**config.mk**
```make
export PLATFORM = sky130hd
export DESIGN_NAME = bc_buffer_dual
export DESIGN_NICKNAME = d
export VERILOG_FILES = /design/src/rtl/bc_buffer_dual.sv
export SDC_FILE = /design/constraint.sdc
export NUM_CORES = 1
export LEC_CHECK = 0
export CAP_MARGIN = 30
export CORE_MARGIN = 5
export CORE_UTILIZATION = 55
export CTS_CLUSTER_DIAMETER = 50
export DETAILED_ROUTE_END_ITERATION = 7
export MAX_ROUTING_LAYER = met4
export PLACE_DENSITY = 0.81
export SLEW_MARGIN = 5
export SYNTH_ARGS = -nofsm -noshare
export SYNTH_HDL_FRONTEND = slang
export SYNTH_SLANG_ARGS = --single-unit
```
**constraint.sdc**
```tcl
create_clock -name clk -period 6.35 [get_ports clk]
set_input_delay 1.27 -clock clk [delete_from_list [all_inputs] [get_ports clk]]
set_output_delay 1.27 -clock clk [all_outputs]
set_load 0.03 [all_outputs]
```
**src/rtl/bc_buffer_dual.sv**
```systemverilog
// bc_buffer_dual: two independent synchronous FIFOs sharing one clock and reset.
// Channel 0 is the incoming FIFO (link -> core). Channel 1 is the outgoing FIFO
// (core -> link/SERDES). Read data is registered: a word popped at one rising edge
// appears on from_* after that edge. There is no first-word fall-through.
// Status flags come only from the registered occupancy count, so no input reaches
// an output through combinational logic.
// DEPTH must be a power of two and at least 2, so that the pointers wrap for free.

module bc_buffer_dual #(
    parameter int unsigned DATA_W = 16,
    parameter int unsigned DEPTH  = 16
) (
    input  logic              clk,
    input  logic              rst,
    input  logic              in_wr_en,
    input  logic              in_rd_en,
    input  logic              out_wr_en,
    input  logic              out_rd_en,
    input  logic [DATA_W-1:0] to_incoming,
    input  logic [DATA_W-1:0] to_outgoing,
    output logic [DATA_W-1:0] from_incoming,
    output logic [DATA_W-1:0] from_outgoing,
    output logic              in_full,
    output logic              in_empty,
    output logic              out_full,
    output logic              out_empty
);

    localparam int unsigned AW = $clog2(DEPTH);
    localparam int unsigned CW = AW + 1;

    localparam logic [AW-1:0] PTR_ONE  = AW'(1);
    localparam logic [CW-1:0] CNT_ONE  = CW'(1);
    localparam logic [CW-1:0] CNT_FULL = CW'(DEPTH);

    // Per-channel views of the ports: index 0 = incoming, index 1 = outgoing.
    logic [1:0]             w_wr_en;
    logic [1:0]             w_rd_en;
    logic [1:0][DATA_W-1:0] w_wdata;
    logic [1:0][DATA_W-1:0] w_rdata;
    logic [1:0]             w_full;
    logic [1:0]             w_empty;

    assign w_wr_en = {out_wr_en, in_wr_en};
    assign w_rd_en = {out_rd_en, in_rd_en};
    assign w_wdata = {to_outgoing, to_incoming};

    for (genvar g = 0; g < 2; g++) begin : g_fifo
        logic [DATA_W-1:0] r_mem [DEPTH];
        logic [AW-1:0]     r_wptr;
        logic [AW-1:0]     r_rptr;
        logic [CW-1:0]     r_count;
        logic [DATA_W-1:0] r_rdata;
        logic              w_push;
        logic              w_pop;
        logic              w_is_full;
        logic              w_is_empty;

        assign w_is_full  = (r_count == CNT_FULL);
        assign w_is_empty = (r_count == '0);

        // Acceptance uses the flags as they were before the edge. When the FIFO is
        // empty, a read is ignored, so a word written in the same cycle is not
        // forwarded to the output.
        assign w_push = w_wr_en[g] && !w_is_full;
        assign w_pop  = w_rd_en[g] && !w_is_empty;

        // Storage array; its contents are deliberately not cleared by reset.
        always_ff @(posedge clk) begin
            if (w_push) begin
                r_mem[r_wptr] <= w_wdata[g];
            end
        end

        // Pointers, occupancy count and registered read data.
        always_ff @(posedge clk or posedge rst) begin
            if (rst) begin
                r_wptr  <= '0;
                r_rptr  <= '0;
                r_count <= '0;
                r_rdata <= '0;
            end else begin
                if (w_push) begin
                    r_wptr <= r_wptr + PTR_ONE;
                end
                if (w_pop) begin
                    r_rptr  <= r_rptr + PTR_ONE;
                    r_rdata <= r_mem[r_rptr];
                end
                if (w_push && !w_pop) begin
                    r_count <= r_count + CNT_ONE;
                end else if (w_pop && !w_push) begin
                    r_count <= r_count - CNT_ONE;
                end
            end
        end

        assign w_rdata[g] = r_rdata;
        assign w_full[g]  = w_is_full;
        assign w_empty[g] = w_is_empty;
    end

    assign from_incoming = w_rdata[0];
    assign from_outgoing = w_rdata[1];
    assign in_full       = w_full[0];
    assign in_empty      = w_empty[0];
    assign out_full      = w_full[1];
    assign out_empty     = w_empty[1];

endmodule

```
* Word level (Yosys, flattened, before mapping) *
Memory sizes are Yosys's and may differ from the RTL's. A register that Yosys moved wholly into a read port is not among the register bits.
Cells that the tools add are included.

operators by class
  $add $sub $neg = 8
  equality and inequality tests = 2
  multiplexer cells = 8
  reductions and logical operators = 20

operators by type and width
  operator                                                            count
  5-bit two-way mux                                                   4
  4-bit by 1-bit adder with 4-bit output, second input constant       4
  5-bit by 1-bit adder with 5-bit output, second input constant       2
  5-bit == test, second input constant                                2
  5-bit zero test                                                     2
  5-bit by 1-bit subtractor with 5-bit output, second input constant  2
  1-bit logical AND                                                   8
  1-bit zero test                                                     8
  1-bit two-way mux                                                   4
  2-bit nonzero test                                                  2

storage, ports and cells
  register bits after elaboration = 26
  memory bits (writable) = 512
  input bits = 38
  output and inout bits = 36
  logic and storage cells = 46
  memories = 2

memories
  name             depth  width  read ports  clocked after Yosys merged registers in  wr ports  RTL line  source
  g_fifo[0].r_mem  16     16     1           1                                        1         49        logic [DATA_W-1:0] r_mem [DEPTH];
  g_fifo[1].r_mem  16     16     1           1                                        1         49

* Logic depth before layout (Yosys ltp) *
Gate-level depths: netlist of run 1.

  depth after elaboration = 7
  mapped depth = 12
  gate-level depth less buffers = 11

* Worst setup path after synthesis of run 1 *
OpenSTA, ideal clock, no wires.

  kind = input -> register
  from = in out_wr_en
  to = mem g_fifo[1].r_mem[3][0] (enable)
  library setup time = 0.409 ns
  arrival time = 2.829 ns
  required time = 5.941 ns
  setup slack = 3.112 ns
  stages on the path = 4
  buffers on the path = 1
  path through = nor2b_1 > buf_2 > nand2_1 > nor3_1

on the way
  longest elaborated chain between the ends = 3

RTL lines
  element                                  RTL line  source
  start, declared                          17        input logic out_wr_en,
  1-bit logical AND                        65        assign w_push = w_wr_en[g] && !w_is_full;
  net g_fifo[1].w_push                     54        logic w_push;
  1-bit two-way mux                        70        if (w_push) begin
  1-bit two-way mux (implied by the code)  71        r_mem[r_wptr] <= w_wdata[g];
  end, declared                            49

The timed path passes the listed nets, and every way through them passes these cells.

* Worst setup path in the final report of run 1 *
  from = reg g_fifo[0].r_count[0]
  to = out in_full

on the way
  longest elaborated chain between the ends = 1

RTL lines
  element                 RTL line  source
  start, declared         52        logic [CW-1:0] r_count;
  start signal, assigned  91        r_count <= r_count + CNT_ONE;
  start signal, assigned  93        r_count <= r_count - CNT_ONE;
  5-bit == test           59        assign w_is_full = (r_count == CNT_FULL);
  end, declared           23        output logic in_full,

No other way between the ends.

==> impl_summary.log, run 1 <==
[metrics] Setup crit start: g_fifo[0].r_count[0]$_DFFE_PP0P_
[metrics] average vias per placed instance: 6.194
[metrics] setup tns final: 0 ns
[metrics] max-slew violation total from the final report: 0
[metrics] via count of the routed design: 10870
[metrics] total detailed-routing wirelength: approximately 48000 microns
[metrics] final clock skew: 0.02150 ns
[metrics] flip-flop and latch count after synthesis: 570
[metrics] total power per unit cell area: 464.4 nW/um^2
[metrics] RSZ-0062 raised after global routing: false
[metrics] mean area per synthesized cell: 20.69 sq um
[metrics] area overhead of the layout relative to synthesis: 15.55%
[metrics] sum of internal, switching and leakage power: 11800 uW
[metrics] count of clock tree sinks: 570
[metrics] PostCTS Resize Cnt: 0
[metrics] static power due to leakage: 0.008467 uW
[metrics] Clock transition at path regs: 0.06 ns
[metrics] Synthesized Nets: 1122
[metrics] series of cell instances along the critical path: or4_1 -> nor2_1 -> clkdlybuf4s50_1
[metrics] final number of hold-violating endpoints: 0
[metrics] pin count of the biggest net entering global routing: 59
[metrics] top library cells by usage in the layout, fill and taps aside: sky130_fd_sc_hd__edfxtp_1 (512), sky130_fd_sc_hd__mux4_2 (130), sky130_fd_sc_hd__nand2_1 (77)
[metrics] Filler Cells Inserted: 2521
[metrics] Initial DRT Pass Iterations: 5
[metrics] setup slack after placement: 2.431 ns
[metrics] global-route wire length before repair: 72600 microns
[metrics] Synth Warn #: 0
[metrics] gate count after technology mapping: 1063
[metrics] type of the tightest min-delay check: reg -> reg
[metrics] largest fanout on the critical path: 4
[metrics] Max IR drop VDD: 0.0002926 V
[metrics] GRT Util Overall: between 20% and 30%
[metrics] count of maximum capacitance violations: 0
[metrics] most common library cell in the layout ignoring fill and taps: sky130_fd_sc_hd__edfxtp_1
[metrics] antenna-violating nets left: 0
[metrics] CTS buffer count: 58
[metrics] clock period minus final worst setup slack: roughly 3.8 ns
[metrics] Reg power frac: 42.8%
[metrics] sw power: ~3700 uW
[metrics] switching share of total power: between 30% and 40%
[metrics] nature of the critical path endpoint: output pin
[metrics] initial antenna violation count: 1
[metrics] Tcrit/Tclk final: 59.54%
[metrics] commonest register cell after synthesis: sky130_fd_sc_hd__edfxtp_1
[metrics] I/O pins: 74
[metrics] final weighted congestion of routability-driven global placement: 0.7915
[metrics] origin of the worst min-delay path: from_incoming[0]$_DFFE_PP0P_
[metrics] portion of total power attributed to combinational logic: 28.1%
[metrics] total of hold buffers inserted after clock tree synthesis: 0
[metrics] type of the worst setup path: reg -> out
[metrics] area of combinational cells with multiple inputs: 4875 sq um
[metrics] critical path startpoint category: flip-flop
[metrics] cell with the biggest individual delay on the critical path: sky130_fd_sc_hd__clkdlybuf4s50_1
[metrics] number of unique standard cell types used by synthesis: 28
[metrics] Clock Tree Buf Depth: 3
[metrics] source of the worst register-to-register timing path: g_fifo[0].r_count[0]$_DFFE_PP0P_
[metrics] root buffer cell: sky130_fd_sc_hd__clkbuf_16
[metrics] final HPWL from detailed placement: 27710 microns
[metrics] die height: 210.0 microns
[metrics] ratio of cells with drive above 1 in the final layout: a little under a quarter
[metrics] initial drt markers: 1455
[metrics] final net count: ~1200
[metrics] overall die width: between 200 and 250 microns
[metrics] clock latency reported for the late side of the worst-skew pair: 0.61 ns
[metrics] row count: 73
[metrics] required time at the worst-slack endpoint: 5.08 ns
[metrics] core region area: slightly below 40000 sq um
[metrics] number of levels in the clock H-tree: 2
[metrics] post-detailed-route wirelength per cell: 27.15 microns
[metrics] register cell area after layout: 16840 sq um
[metrics] full die area: 44090 sq um
[metrics] Worst Slack Setup Final: 2.569 ns
[metrics] CP peak stage delay: 0.69 ns
[metrics] Max transition margin: 39.59%
[metrics] Syn Std Cell Area: 22000 sq um
[metrics] Int Power: 8154 uW
[metrics] Arr. time, crit path: approximately 2.5 ns
[metrics] via count of the first global-routing pass: 11190
[metrics] input/output buffers: 73
[metrics] final setup vio count: 0
[metrics] starting density of the core: 55.49%
[metrics] overall overflow remaining after global route: 0
[metrics] number of enable flip-flop cells after synthesis: 512
[metrics] slew at the pin closest to its max-slew limit: 0.9061 ns
[metrics] CTS tree: yes
[metrics] DRC viols: 0
[metrics] Post-CTS Setup Inserts: 0
[metrics] status: finished clean
[metrics] achievable frequency: 0.2645 GHz
[metrics] share of flip-flops with an asynchronous set or reset: 10.18%
[metrics] sequential-to-total area share from yosys stat: about 76%
[metrics] Clk network pwr share: between 20% and 30%
registers in the layout (all words and copies together) (netlist names):
signal,flops
g_fifo.r_mem,512
from_incoming,16
from_outgoing,16
g_fifo.r_count,10
g_fifo.r_rptr,8
g_fifo.r_wptr,8
cell type report:
type / count / share of cell area (%)
diodes: 1 / 0.009845
clock buffers: 80 / 6.326
clock inverters: 29 / 1.339
inverters: 14 / 0.2068
multi-input cells: 421 / 19.18
flip-flops and latches: 570 / 66.24
well taps: 525 / 2.584
repair buffers: 115 / 4.115
synthesized netlist by cell type, drive strengths merged (4+ instances only):
library cell / count / area share (%)
nand2b: 6 / 0.17
o221ai: 30 / 1.2
ha: 19 / 1.1
clkbuf: 23 / 0.39
buf: 35 / 0.89
nor3: 8 / 0.18
xnor2: 15 / 0.60
inv: 14 / 0.24
nor2: 35 / 0.60
a21oi: 4 / 0.091
dfrtp: 58 / 6.6
xor2: 6 / 0.24
edfxtp: 512 / 70
nand2: 77 / 1.3
o21ai: 38 / 0.90
mux4: 130 / 13
mux2: 5 / 0.26
mux2i: 32 / 1.5
layer usage:
| layer | vias to the layer above | wire length (microns) | GRT usage (%) |
|---|---|---|---|
| met5 | - | 0 | - |
| met4 | 0 | 1216 | 6.413 |
| met3 | 86 | 4741 | 5.164 |
| met2 | 613 | 23510 | 34.55 |
| met1 | 5633 | 18180 | 31.64 |
| li1 | 4539 | - | - |
logic make-up after synthesis:
logic type | after synthesis | synth area share (%)
adders and majority gates | 21 | 1.263
buffers and inverters | 72 | 1.524
DFF | 570 | 76.50
xor gates and xnor gates | 21 | 0.8362
muxes | 167 | 15.02
AOI/OAI and AO/OA | 75 | 2.287
and+or+nand+nor | 137 | 2.571
per-stage QoR:
stage	std cells	instance area, sq um	util, %	hold slack (ns)
6_report	1755	25420	64.12	0.4812
5_1_grt	1755	25420	64.12	0.5155
4_1_cts	1754	25410	64.11	0.4845
3_5_place_dp	1645	23470	59.20	0.4695
3_3_place_gp	1645	23470	59.20	0.4611
2_1_floorplan	1063	22000	-	0.4723
power groups by stage:
stage | clock (uW) | sequential (uW) | combinational, uW
after floorplan | 0 | 5040 | 2260
after global placement | 0 | 5090 | 3210
after detailed placement | 0 | 5120 | 3280
after CTS | 3470 | 5070 | 3340
after global routing | 3660 | 5130 | 3550
final | 3430 | 5060 | 3310
path summary, 6_finish.rpt:
path	to	slack, ns	cells after the start
setup / recovery	in_full	2.57	3
hold / removal	from_incoming[0]$_DFFE_PP0P_	0.48	2
setup reg to reg	g_fifo[0].r_count[4]$_DFFE_PP0P_	3.08	11
hold reg to reg	from_incoming[0]$_DFFE_PP0P_	0.48	2
max in group asynchronous	g_fifo[1].r_rptr[2]$_DFFE_PP0P_	4.48	3
min in group asynchronous	g_fifo[0].r_count[0]$_DFFE_PP0P_	1.24	3
critical path: cells and delay by family (launching register included):
kind	cells	cell delay [ns]
DFF	1	0.44
buffers and inverters	1	0.69
and+or+nand+nor	2	0.78
No activity file was read; power rests on OpenSTA's default activity.
==> inputs of run 2 (changes only) <==
==> constraint.sdc (replaced) <==
create_clock -name clk -period 3.6 [get_ports clk]
set_input_delay 0.72 -clock clk [delete_from_list [all_inputs] [get_ports clk]]
set_output_delay 0.72 -clock clk [all_outputs]
set_load 0.03 [all_outputs]
==> run 2 against run 1 <==
Compared with the run above: sequential power increased by 76%; first-iteration DRC count down 9.2%; non-clock buffer count up 27; count of clock-buffer cells in the layout down 2; die area did not move; critical endpoint unchanged; largest cell class unchanged; largest power group unchanged.
==> impl_summary.log, run 2 (synthesis results as in run 1) <==
[metrics] type of the tightest min-delay check: in -> async
[metrics] final clock skew: 0.01459 ns (-0.006914 ns)
[metrics] initial drt markers: 1321 (-9.2%)
[metrics] Max IR drop VDD: 0.0004401 V (+50%)
[metrics] total detailed-routing wirelength: 46070 microns (-3.3%)
[metrics] final instance count without filler cells: 1776 (+1.2%)
[metrics] total placed cells including tap cells: 1672 (+1.6%)
[metrics] full die area: 44090 sq um (unchanged)
[metrics] count of maximum capacitance violations: 0 (unchanged)
[metrics] final weighted congestion of routability-driven global placement: 0.8413 (+6.3%)
[metrics] overall die width: 210.0 microns (unchanged)
[metrics] total of hold buffers inserted after clock tree synthesis: 0 (unchanged)
[metrics] series of cell instances along the critical path: or4_1 -> nor2_1 -> clkdlybuf4s50_1
[metrics] largest fanout on the critical path: 4 (unchanged)
[metrics] row count: 73 (unchanged)
[metrics] cell with the biggest individual delay on the critical path: sky130_fd_sc_hd__clkdlybuf4s50_1
[metrics] average vias per placed instance: 6.100 (-1.5%)
[metrics] status: finished clean
[metrics] die height: 210.0 microns (unchanged)
[metrics] overall overflow remaining after global route: 0 (unchanged)
[metrics] input/output buffers: 73 (unchanged)
[metrics] DRC viols: 0 (unchanged)
[metrics] Clock Tree Buf Depth: 3 (unchanged)
[metrics] most common library cell in the layout ignoring fill and taps: sky130_fd_sc_hd__edfxtp_1
[metrics] nature of the critical path endpoint: output pin
[metrics] final setup vio count: 0 (unchanged)
[metrics] RSZ-0062 raised after global routing: false
[metrics] cell area reported after detailed placement: 23690 sq um (+0.97%)
[metrics] Worst Hold Margin: 0.4657 ns (-0.01542 ns)
[metrics] register with the most flip-flops: g_fifo.r_mem
[metrics] clock period minus final worst setup slack: 3.221 ns
[metrics] achievable frequency: 0.3105 GHz
[metrics] post-detailed-route wirelength per cell: 25.94 microns (-4.5%)
[metrics] setup tns final: 0 ns (unchanged)
[metrics] Max transition margin: 41.91% (+2.3 points)
[metrics] Finished Cell Area: 25450 sq um (+0.15%)
[metrics] PostCTS Resize Cnt: 0 (unchanged)
[metrics] area overhead of the layout relative to synthesis: 15.72%
[metrics] Arr. time, crit path: 2.50 ns (about the same)
[metrics] final HPWL from detailed placement: 27530 microns (-0.68%)
[metrics] final number of hold-violating endpoints: 0 (unchanged)
[metrics] root buffer cell: sky130_fd_sc_hd__clkbuf_16
[metrics] top library cells by usage in the layout, fill and taps aside: sky130_fd_sc_hd__edfxtp_1 (512), sky130_fd_sc_hd__mux4_2 (130), sky130_fd_sc_hd__nand2_1 (77)
[metrics] slew at the pin closest to its max-slew limit: 0.8713 ns (-0.03477 ns)
[metrics] count of clock tree sinks: 570 (unchanged)
[metrics] critical path startpoint category: flip-flop
[metrics] antenna-violating nets left: 0 (unchanged)
[metrics] via count of the first global-routing pass: 11350 (+1.5%)
[metrics] type of the worst setup path: reg -> out
[metrics] ratio of cells with drive above 1 in the final layout: 24.32% (+1.8 points)
[metrics] initial antenna violation count: 1 (unchanged)
[metrics] share of the core filled with cells in the final layout: 64.21% (+0.095 points)
[metrics] CTS tree: yes
[metrics] core region area: 39640 sq um (unchanged)
[metrics] Clock transition at path regs: 0.06 ns (about the same)
[metrics] via count of the routed design: 10830 (-0.34%)
[metrics] Post-CTS Setup Inserts: 0 (unchanged)
[metrics] Filler Cells Inserted: 2503 (-0.71%)
[metrics] I/O pins: 74 (unchanged)
[metrics] CTS buffer count: 56 (-3.4%)
[metrics] Initial DRT Pass Iterations: 5 (unchanged)
[metrics] max-slew violation total from the final report: 0 (unchanged)
[metrics] clock latency reported for the late side of the worst-skew pair: 0.59 ns (-0.02 ns)
[metrics] CP peak stage delay: 0.70 ns (about the same)
[metrics] static power due to leakage: 0.008536 uW (+0.81%)
[metrics] GRT Util Overall: 21.79% (-0.88 points)
[metrics] Largest register FFs: 512 (unchanged)
[metrics] Tcrit/Tclk final: 89.47%
[metrics] global-route wire length before repair: 70100 microns (-3.4%)
[metrics] final net count: 1264 (+2.0%)
[metrics] starting density of the core: 55.49% (unchanged)
[metrics] Worst R2R Path Depth: 11 (unchanged)
[metrics] total power per unit cell area: 797.3 nW/um^2 (+72%)
[metrics] pin count of the biggest net entering global routing: 38 (-36%)
[metrics] number of levels in the clock H-tree: 2 (unchanged)
[metrics] required time at the worst-slack endpoint: 2.88 ns (-2.20 ns)
==> run 2: cell count changes in the layout (fill, tap and decap cells not counted), sizes merged <==
cell / before / now
clkinvlp: 0 / 1
clkbuf: 80 / 78
buf: 42 / 69
inv: 16 / 18
bufinv: 6 / 1
clkinv: 21 / 19
==> run 2: through the flow <==
stage	power (uW)	worst slack, ns
after detailed placement	14810	0.6483
final	20290	0.3789
after CTS	20420	0.3602
after global placement	14610	0.7010
after global routing	21170	0.3200
after floorplan	12890	0.5385
==> run 2: worst paths after layout <==
path / to / slack [ns] / start
setup / recovery: in_full / 0.38 / g_fifo[0].r_count[0]$_DFFE_PP0P_
hold / removal: g_fifo[1].r_count[4]$_DFFE_PP0P_ / 0.47 / rst
setup reg to reg: g_fifo[1].r_count[4]$_DFFE_PP0P_ / 0.71 / g_fifo[1].r_count[0]$_DFFE_PP0P_
hold reg to reg: from_incoming[3]$_DFFE_PP0P_ / 0.48 / from_incoming[3]$_DFFE_PP0P_
max in group asynchronous: g_fifo[0].r_rptr[2]$_DFFE_PP0P_ / 2.36 / rst
min in group clk: from_incoming[3]$_DFFE_PP0P_ / 0.48 / from_incoming[3]$_DFFE_PP0P_
==> run 2: final cells by class <==
| class | instances | area [sq um] | share of cell area [%] |
|---|---|---|---|
| tap | 525 | 656.9 | 2.581 |
| inverter | 14 | 52.55 | 0.2064 |
| timing repair buffer | 142 | 1274 | 5.004 |
| antenna | 1 | 2.502 | 0.009831 |
| clock inverter | 25 | 162.7 | 0.6390 |
| sequential | 570 | 16840 | 66.14 |
| clock buffer | 78 | 1595 | 6.267 |
| multi-input combinational | 421 | 4875 | 19.15 |
==> run 2: critical path: cells and delay by family (launching register included) <==
| kind | cells | cell delay, ns |
|---|---|---|
| buffers and inverters | 1 | 0.70 |
| DFF | 1 | 0.43 |
| and+or+nand+nor | 2 | 0.79 |
==> run 2: layer usage <==
metal  up-vias  routed length (microns)  global-route usage (%)
met1      5632                    18230                   30.21
met4         0                     1440                   6.998
met3       107                     3759                   4.093
met2       506                    22640                   33.67
li1       4589                        -                       -
met5         -                        0                       -
==> run 2: power breakdown <==
| part | total [uW] | switching [uW] | leakage, uW | internal, uW |
|---|---|---|---|---|
| Combinational | 5850 | 3110 | 0.00235 | 2730 |
| Sequential | 8890 | 726 | 0.00531 | 8160 |
| Clock | 5560 | 2400 | 0.000872 | 3160 |
| Total | 20300 | 6240 | 0.00854 | 14100 |
